[config.mk]
export PLATFORM = sky130hd
export DESIGN_NAME = switch_port_ingress
export DESIGN_NICKNAME = d
export VERILOG_FILES = /design/src/rtl/switch_port_ingress.sv
export SDC_FILE = /design/constraint.sdc
export NUM_CORES = 1
export LEC_CHECK = 0
export CORE_MARGIN = 5
export CORE_UTILIZATION = 50
export CTS_BUF_LIST = sky130_fd_sc_hd__clkbuf_8 sky130_fd_sc_hd__clkbuf_16
export DETAILED_ROUTE_END_ITERATION = 10
export HOLD_SLACK_MARGIN = 0.05
export PLACE_DENSITY = 0.74
export SYNTH_ARGS = -nofsm -noshare
export SYNTH_HDL_FRONTEND = slang
export SYNTH_SLANG_ARGS = --single-unit
[constraint.sdc]
create_clock -name clk -period 2.2 [get_ports clk]
set_clock_uncertainty 0.1 [all_clocks]
set_input_delay 0.44 -clock clk [delete_from_list [all_inputs] [get_ports clk]]
set_output_delay 0.44 -clock clk [all_outputs]
set_load 0.01 [all_outputs]
[src/rtl/switch_port_ingress.sv]
//------------------------------------------------------------------------------
// Module   : switch_port_ingress
// Brief    : Ingress FIFO for one switch port, with a serve FSM that requests
//            the crossbar per target.
// Revision : 1.0 - initial release
//------------------------------------------------------------------------------
`default_nettype none

module switch_port_ingress #(
  parameter int PORT_ID = 0,
  parameter int DEPTH   = 4,
  parameter int DATA_W  = 8
) (
  input  logic              clk,
  input  logic              rst_n,
  input  logic              valid_in,
  input  logic [3:0]        source_in,
  input  logic [3:0]        target_in,
  input  logic [DATA_W-1:0] data_in,
  output logic              ready,
  output logic [3:0]        req_out,
  input  logic [3:0]        gnt_in,
  output logic [3:0]        source_out,
  output logic [DATA_W-1:0] data_out,
  output logic [7:0]        drop_cnt
);

  localparam int PTR_W = $clog2(DEPTH);
  localparam int CNT_W = PTR_W + 1;

  localparam logic [CNT_W-1:0] c_depth   = CNT_W'(DEPTH);
  localparam logic [3:0]       c_own_src = 4'(1 << PORT_ID);

  typedef enum logic [0:0] {
    ST_IDLE  = 1'b0,
    ST_SERVE = 1'b1
  } state_t;

  state_t            r_state;
  state_t            w_state_nxt;
  logic [3:0]        r_src_mem  [DEPTH];
  logic [3:0]        r_tgt_mem  [DEPTH];
  logic [DATA_W-1:0] r_data_mem [DEPTH];
  logic [PTR_W-1:0]  r_wr_ptr;
  logic [PTR_W-1:0]  r_rd_ptr;
  logic [CNT_W-1:0]  r_count;
  logic [3:0]        r_rem;
  logic [3:0]        w_rem_nxt;
  logic [3:0]        w_rem_left;
  logic [7:0]        r_drop;
  logic              w_ready;
  logic              w_accept;
  logic              w_legal;
  logic              w_push;
  logic              w_drop;
  logic              w_pop;
  logic              w_nonempty;
  logic [3:0]        w_req;

  assign w_ready    = (r_count < c_depth);
  assign w_accept   = valid_in & w_ready;
  assign w_legal    = (target_in != 4'b0000) && (source_in == c_own_src);
  assign w_push     = w_accept & w_legal;
  assign w_drop     = w_accept & ~w_legal;
  assign w_nonempty = (r_count != '0);
  assign w_rem_left = r_rem & ~gnt_in;

  always_comb begin
    w_state_nxt = r_state;
    w_rem_nxt   = r_rem;
    w_pop       = 1'b0;
    w_req       = 4'b0000;
    case (r_state)
      ST_IDLE: begin
        if (w_nonempty) begin
          w_state_nxt = ST_SERVE;
          w_rem_nxt   = r_tgt_mem[r_rd_ptr];
        end
      end
      ST_SERVE: begin
        w_req     = r_rem;
        w_rem_nxt = w_rem_left;
        if (w_rem_left == 4'b0000) begin
          w_pop       = 1'b1;
          w_state_nxt = ST_IDLE;
        end
      end
      default: w_state_nxt = ST_IDLE;
    endcase
  end

  always_ff @(posedge clk or negedge rst_n) begin
    if (!rst_n) begin
      r_state  <= ST_IDLE;
      r_rem    <= 4'b0000;
      r_wr_ptr <= '0;
      r_rd_ptr <= '0;
      r_count  <= '0;
      r_drop   <= 8'd0;
    end else begin
      r_state <= w_state_nxt;
      r_rem   <= w_rem_nxt;
      if (w_push) r_wr_ptr <= r_wr_ptr + PTR_W'(1);
      if (w_pop)  r_rd_ptr <= r_rd_ptr + PTR_W'(1);
      case ({w_push, w_pop})
        2'b10:   r_count <= r_count + CNT_W'(1);
        2'b01:   r_count <= r_count - CNT_W'(1);
        default: r_count <= r_count;
      endcase
      if (w_drop && (r_drop != 8'hFF)) r_drop <= r_drop + 8'd1;
    end
  end

  // Payload storage carries no reset; validity is tracked by the pointers.
  always_ff @(posedge clk) begin
    if (w_push) begin
      r_src_mem[r_wr_ptr]  <= source_in;
      r_tgt_mem[r_wr_ptr]  <= target_in;
      r_data_mem[r_wr_ptr] <= data_in;
    end
  end

  assign ready      = w_ready;
  assign req_out    = w_req;
  assign source_out = w_nonempty ? r_src_mem[r_rd_ptr]  : 4'b0000;
  assign data_out   = w_nonempty ? r_data_mem[r_rd_ptr] : '0;
  assign drop_cnt   = r_drop;

endmodule

`default_nettype wire

==> impl.org <==
** Clocking
- Skew-Pair Late Insertion Delay :: 0.35 ns
- CTS placed an instance of clkbuf_8 at the clock tree root.
- After clock tree synthesis, the clock-pin slew on the worst setup and hold paths is 0.09 ns.
- CTS Buffer Depth :: 2
- Number of clock buffers inserted by TritonCTS :: 9
- In this run the number of H-tree levels came out at 3.
- CTS tree :: built
- For this design, the CTS-stage hold fixing added 0 buffers.
- The clock drives 84 sinks.

** Yosys
- Synthesis inferred 84 register bits.
- Cell area after synthesis :: 3510 µm²
- Cell type with the largest total area after synthesis :: edfxtp_1
- Number of instances in the synthesized netlist :: 203
- By area the synthesized netlist is led by edfxtp_1 55%, dfrtp_1 14%, mux4_2 10%, ha_1 2.1%, nor2b_1 2.1%.
- When the netlist entered floorplanning its net count stood at 233.
- In the synthesized netlist, the cells that appear most often are 64 x edfxtp_1, 20 x dfrtp_1, 16 x mux4_2.
- Dividing the synthesized area by the synthesized cell count gives 17.3 µm².
- Number of warning messages in the yosys log :: 0
- Share of flip-flops with an asynchronous set or reset :: 0.238
- Most common cell in the netlist :: edfxtp_1
- In this run, distinct cell masters in the synthesized netlist total 33.
- The synthesized design contains 64 enable-type register cells.
- Fraction of post-synthesis cell area in the top cell type by area :: 0.547
- Sequential element share of the synthesized area :: 0.689
- Most used flip-flop cell after synthesis :: edfxtp_1

** STA
- Hold is met by 0.170 ns.
- Across all setup checks in the final design, the least slack found is -0.0347 ns.
- # setup viols final :: 9
- Pin slew with the least headroom to its limit :: 0.392 ns
- RSZ-0062 raised after global routing :: yes
- Highest clock rate :: 447 MHz
- Max-slew headroom :: 0.738
- Counting I/O delays and the setup requirement, the final critical path takes 2.23 ns.
- In the finished design, the share of the clock period the worst path needs comes to 1.02.
- Final number of hold-violating endpoints :: 0
- The final count of pins violating max slew is 0.

** Run status
- Status :: finished with violations
- The checks that failed: negative setup slack.

** Power and ir drop
- Internal power comes to 0.00368 W.
- Clock network power share :: 0.201
- Combinational fraction of design power :: 0.417
- Summed over all cells, the static leakage comes to 1.77 nW.
- IR analysis of the VDD net gives a maximum drop of 701 µV.
- Of the total power, registers draw 0.382.
- P per Cell Area :: 1150 nW/µm²
- Switch Pwr :: 0.00168 W
- Switching power as a share of total power :: 0.313

** Global routing
- The number of global-route vias before repair was 2082.
- Remaining Overflow, GRT :: 0
- GRT Total Usage :: 0.172
- Pin count of the biggest net entering global routing :: 21
- Antenna violations before repair :: 0
- The first global-routing pass estimated 11000 µm of wire.

** Detailed routing
- Top routing layer in use :: met4
- Total routed wire length on the met1 layer :: 3020 µm
- Met3 WL post-DR :: 408 µm
- Post-detailed-routing wire length :: 6760 µm
- Sum of met2 wire segment lengths after detailed routing :: 3230 µm
- Antenna-violating nets left :: 0
- Count of TritonRoute iterations in the first routing pass :: 4
- Dividing the detail-routed wire length by the instance count gives 17.3 µm.
- For this block, the initial DRC count from the detailed router was 114.
- The detailed router placed 1975 vias in this run.
- After detailed routing, the number of remaining DRC violations is 0.
- After detailed routing, the number of vias per cell comes to 5.06.

** Worst setup path
- Worst r2r src :: r_rem[1]
- End of the worst register-to-register path :: r_count[2]
- The worst register-to-register path has a depth of 9.
- CP startpoint kind :: flop
- Following the worst setup path forward leads to its endpoint at data_out[3].
- For the worst setup path, the data arrival time is 1.69 ns.
- Critical Path End Type :: output pin
- Maximum fanout count along the critical path :: 8
- By startpoint and endpoint, the worst setup path is classified as flop to output pin.
- Data required time at the worst endpoint :: 1.66 ns
- R2R setup slack :: 0.27 ns
- Critical Path Source :: r_rd_ptr[0]

** Placement
- Input and output buffers added on the ports amount to 47.
- Detailed placement finished with a half-perimeter wire length of 4500 µm.
- In this run, placement finished with an instance count of 367.
- Routability-driven placement finished with a final weighted congestion of 0.774.

** Die
- From left edge to right edge, the die measures 93.8 µm.
- The die covers 8800 µm².
- Initial cell density of the core :: 0.514
- Vertical extent of the die :: 93.8 µm
- Count of boundary I/O pins :: 48
- The initialized floorplan defines 30 standard-cell rows.
- After floorplanning, the core was sized to cover 6830 µm².

** Cells and area
- Share of final-layout standard cells stronger than drive strength 1 :: 0.367
- Compared with the post-synthesis result, the final layout area differs by 32.7%.
- At the end of the flow, the number of nets in the layout was 319.
- Count of antenna diodes in the layout :: 0
- After the flow finishes, the layout carries non-filler instances totaling 390.

** Flow run
- Across the run, the number of max-cap violations was 0.

** Min path
- The tightest min-delay check is of the input port to flop type.
cells by family after synthesis:
kind of cell    share of synthesized area
compound gates                     0.0231
xor+xnor                           0.0274
fa+ha+maj                          0.0271
buf+inv                            0.0167
flops                               0.689
mux                                 0.117
simple gates                       0.0990
final cells by class:
cell class / count / area (µm²)
fillers: 486 / 2170
well taps: 96 / 120
flip-flops and latches: 84 / 2420
repair buffers: 81 / 785
clock inverters: 7 / 75.1
clock buffers: 9 / 124
inverters: 9 / 33.8
multi-input cells: 104 / 1100
flip-flops by register name, indices dropped and copies added (netlist names):
register	flops
drop_cnt	8
r_rem	4
r_wr_ptr	2
r_data_mem	32
r_src_mem	16
r_count	3
r_tgt_mem	16
r_rd_ptr	2
r_state	1
how the worst min path moves through the flow:
| stage | startpoint | to | slack (ns) | depth (start not counted) |
|---|---|---|---|---|
| floorplan | rst_n | drop_cnt[0] | 0.04 | 0 |
| global placement | r_count[0] | r_count[0] | 0.41 | 1 |
| detailed placement | drop_cnt[7] | drop_cnt[7] | 0.41 | 1 |
| CTS | source_in[2] | r_src_mem[1][2] | 0.31 | 1 |
| global route | source_in[3] | r_src_mem[1][3] | 0.14 | 1 |
| finish | source_in[3] | r_src_mem[1][3] | 0.17 | 1 |
critical path: stages (launching register included):
cell,delay [ns]
dfrtp_2,0.42
buf_12,0.16
mux4_2,0.50
nor2b_1,0.14
buf_2,0.13
layout by cell type, fill, tap and decap left out, types with 3 or more instances in the layout:
| master | netlist | routed |
|---|---|---|
| nor2_2 | 2 | 3 |
| dlygate4sd2_1 | 0 | 3 |
| and2_1 | 8 | 4 |
| nand2b_1 | 4 | 4 |
| nand2_1 | 8 | 8 |
| xnor2_1 | 4 | 4 |
| clkdlybuf4s50_1 | 0 | 28 |
| xor2_1 | 7 | 7 |
| buf_12 | 0 | 6 |
| inv_1 | 9 | 8 |
| nor2b_4 | 0 | 7 |
| buf_6 | 0 | 8 |
| buf_4 | 0 | 27 |
| a21oi_1 | 4 | 4 |
| edfxtp_1 | 64 | 64 |
| a22oi_1 | 3 | 3 |
| nand3_1 | 4 | 4 |
| clkbuf_8 | 0 | 9 |
| nor2b_1 | 12 | 5 |
| ha_1 | 6 | 5 |
| buf_2 | 2 | 5 |
| and2_2 | 0 | 4 |
| nor2_1 | 5 | 4 |
| dfrtp_1 | 20 | 19 |
| clkinv_4 | 0 | 3 |
| mux4_2 | 16 | 16 |
routing by layer:
| layer | track usage | up-vias |
|---|---|---|
| met3 | 0.0457 | 11 |
| met5 | 0 | - |
| met1 | 0.231 | 973 |
| met2 | 0.274 | 56 |
| met4 | 0.0542 | 0 |
| li1 | - | 935 |
stage by stage:
| stage | cell area [µm²] | utilization | setup WS [ns] | setup TNS [ns] | total power (W) |
|---|---|---|---|---|---|
| floorplan | 3520 | - | -0.230 | -2.13 | 0.00319 |
| global placement | 4370 | 0.640 | -0.607 | -36.58 | 0.00411 |
| finish | 4660 | 0.683 | -0.0347 | -0.186 | 0.00536 |
| global route | 4660 | 0.683 | -0.107 | -0.994 | 0.00570 |
| detailed placement | 4370 | 0.640 | -0.682 | -38.90 | 0.00417 |
| CTS | 4610 | 0.675 | -0.103 | -1.08 | 0.00531 |
power groups by stage:
stage	combinational (W)	clock (W)	sequential [W]
after floorplan	0.00114	0	0.00205
after global placement	0.00205	0	0.00206
after detailed placement	0.00210	0	0.00207
after CTS	0.00217	0.00110	0.00204
after global routing	0.00245	0.00118	0.00207
final	0.00224	0.00108	0.00205
timing repair:
action / in CTS / in global routing
buffers inserted: 6 / 2
pin swaps: 5 / 6
gates resized for setup: 70 / 29
hold endpoints to repair: 0 / 0
cloned: 1 / 0
setup endpoints to repair: 81 / 64
Note: power is estimated with default switching activity, not from simulation.
==> RTL change, RTL diff (same settings) <==
Register the input `target_in` before use, cleared by the reset. The logic sees it one clock later. The other inputs are not delayed to match.
--- a/src/rtl/switch_port_ingress.sv
+++ b/src/rtl/switch_port_ingress.sv
@@ -36,6 +36,16 @@
     ST_SERVE = 1'b1
   } state_t;
 
+  logic [3:0] target_q;
+
+  always_ff @(posedge clk or negedge rst_n) begin
+    if (!rst_n) begin
+      target_q <= '0;
+    end else begin
+      target_q <= target_in;
+    end
+  end
+
   state_t            r_state;
   state_t            w_state_nxt;
   logic [3:0]        r_src_mem  [DEPTH];
@@ -59,7 +69,7 @@
 
   assign w_ready    = (r_count < c_depth);
   assign w_accept   = valid_in & w_ready;
-  assign w_legal    = (target_in != 4'b0000) && (source_in == c_own_src);
+  assign w_legal    = (target_q != 4'b0000) && (source_in == c_own_src);
   assign w_push     = w_accept & w_legal;
   assign w_drop     = w_accept & ~w_legal;
   assign w_nonempty = (r_count != '0);
@@ -115,7 +125,7 @@
   always_ff @(posedge clk) begin
     if (w_push) begin
       r_src_mem[r_wr_ptr]  <= source_in;
-      r_tgt_mem[r_wr_ptr]  <= target_in;
+      r_tgt_mem[r_wr_ptr]  <= target_q;
       r_data_mem[r_wr_ptr] <= data_in;
     end
   end
Behaviour: not the same (Yosys sat finds a counterexample within 4 cycles, from zero or initial values and one cycle with rst_n low).
==> RTL change against the original RTL <==
The flow still finishes with violations (negative setup slack). Count of clock-buffer cells in the layout did not move. Worst setup slack lost 0.060 ns. Total power grew 1.1%. Register-to-register slack got worse by 0.20 ns. Wire length up 0.49%. Design area grew 2.2%. Critical path depth increased by 1. Via count increased by 2.1%. Clock power shrank 4%. Sequential cell count rose by 4. Area after synthesis is 3.2% higher. Critical endpoint is now data_out[1]. Largest cell class unchanged.
==> RTL change: results (changes against the original RTL) <==
Detailed routing:
- The wire length per cell is 16.9 µm (-2.5%).
- The met3 wirelength from detailed routing came to 242 µm (-41%).
- The amount of wire on met2 after detailed routing was 3530 µm (+9.2%).
- The wire length the detailed router placed on met1 is 2880 µm (-4.7%).
- The total number of vias is 2016 (+2.1%).
- The violation count after the first detailed-routing iteration is 100 (-12%).

Synthesis:
- The distinct cell type count after synthesis is 36 (+9.1%).
- The post-synthesis compound-gate area fraction came to 2.21% (-0.11 points).
- The xor/xnor cell area share of the yosys netlist is 2.66% (-0.085 points).
- Ranked by total cell area, the synthesized netlist is headed by sky130_fd_sc_hd__edfxtp_1 53%, sky130_fd_sc_hd__dfrtp_1 17%, sky130_fd_sc_hd__mux4_2 9.9%.
- By count the netlist is led by 64 x sky130_fd_sc_hd__edfxtp_1, 24 x sky130_fd_sc_hd__dfrtp_1, 16 x sky130_fd_sc_hd__mux4_2.
- The sequential element share of the synthesized area is 69.6% (+0.62 points).
- The fraction of registers with async set/reset is 27.3% (+3.5 points).

Outcome:
- The flow ran to the end, but the final reports show violations.
- The final reports fail on negative setup slack.

Worst hold path:
- For hold timing, the worst endpoint is r_src_mem[2][2]$_DFFE_PP_.
- In this run the most critical hold path is launched from source_in[2].

Setup path:
- The stage delay of the slowest cell on the critical path is 0.48 ns (-0.02 ns).
- In this run the worst setup path terminates at data_out[1].
- The minimum setup slack among reg-to-reg paths is 0.07 ns (-0.20 ns).
- The critical path arrival is 1.76 ns (+0.07 ns).

Placement:
- The placed instance area was 4490 µm² (+2.7%).
- The final weighted congestion in routability-driven placement came to 0.785 (+1.4%).
- The HPWL reported at the end of detailed placement was 4470 µm (-0.72%).

Power and ir drop:
- The power per unit of standard cell area is 1140 nW/µm² (-1.0%).
- The part of the power in registers is 40.1% (+1.9 points).
- The combinational cell fraction of total power was 40.7% (-1.0 points).
- The highest ir drop seen on vdd is 0.518 mV (-26%).
- The leakage power figure is 0.00182 µW (+2.9%).

Global routing:
- The via count of the first global-routing pass is 2171 (+4.3%).
- The global routing met2 resource utilization was 28.6% (+1.2 points).
- The combined global-route utilization of all metal layers came to 17.1% (-0.084 points).
- The met1 capacity usage during global routing came to 21.9% (-1.2 points).
- The pin count of the biggest net entering global routing is 25 (+19%).
- The routing usage on met3 is 3.24% (-1.3 points).

STA:
- The total of endpoints with negative setup slack in the final report is 8 (-1).
- The post-route worst setup slack came to -0.0950 ns (-0.0603 ns).
- The slew at the pin closest to its max-slew limit is 0.396 ns (+0.00373 ns).
- The number of slew-limit violations in the final report is 0 (unchanged).

Cells and area:
- The net count reported at finish is 328 (+2.8%).
- The fill cell total of the finished layout was 491 (+1.0%).
- The fraction of layout cells with a size suffix above 1 is 36.0% (-0.76 points).
RTL change: layout make-up:
| cell class | instances | area share (%) |
|---|---|---|
| well taps | 99 | 2.60 |
| flip-flops and latches | 88 | 53.0 |
| repair buffers | 85 | 16.7 |
| inverters | 10 | 0.788 |
| clock inverters | 7 | 1.21 |
| multi-input cells | 104 | 23.2 |
| clock buffers | 9 | 2.60 |
RTL change: what timing repair did:
action                                  in CTS  in global routing
gates cloned                                 1                  0
setup buffers                                8                  1
resized for setup                           73                 14
pin swaps                                    5                  5
endpoints found under the setup margin      80                 15
RTL change: per-stage QoR:
stage               cells  setup WS (ns)  power [µW]  hold WS, ns  TNS (ns)
finish                402        -0.0950        5420        0.237    -0.483
global route          402         -0.151        5750        0.248     -1.21
CTS                   402         -0.106        5420        0.349     -1.04
detailed placement    377         -0.662        4190        0.405    -38.21
global placement      377         -0.585        4140        0.402    -35.68
floorplan             208         -0.230        3290       0.0444     -2.13
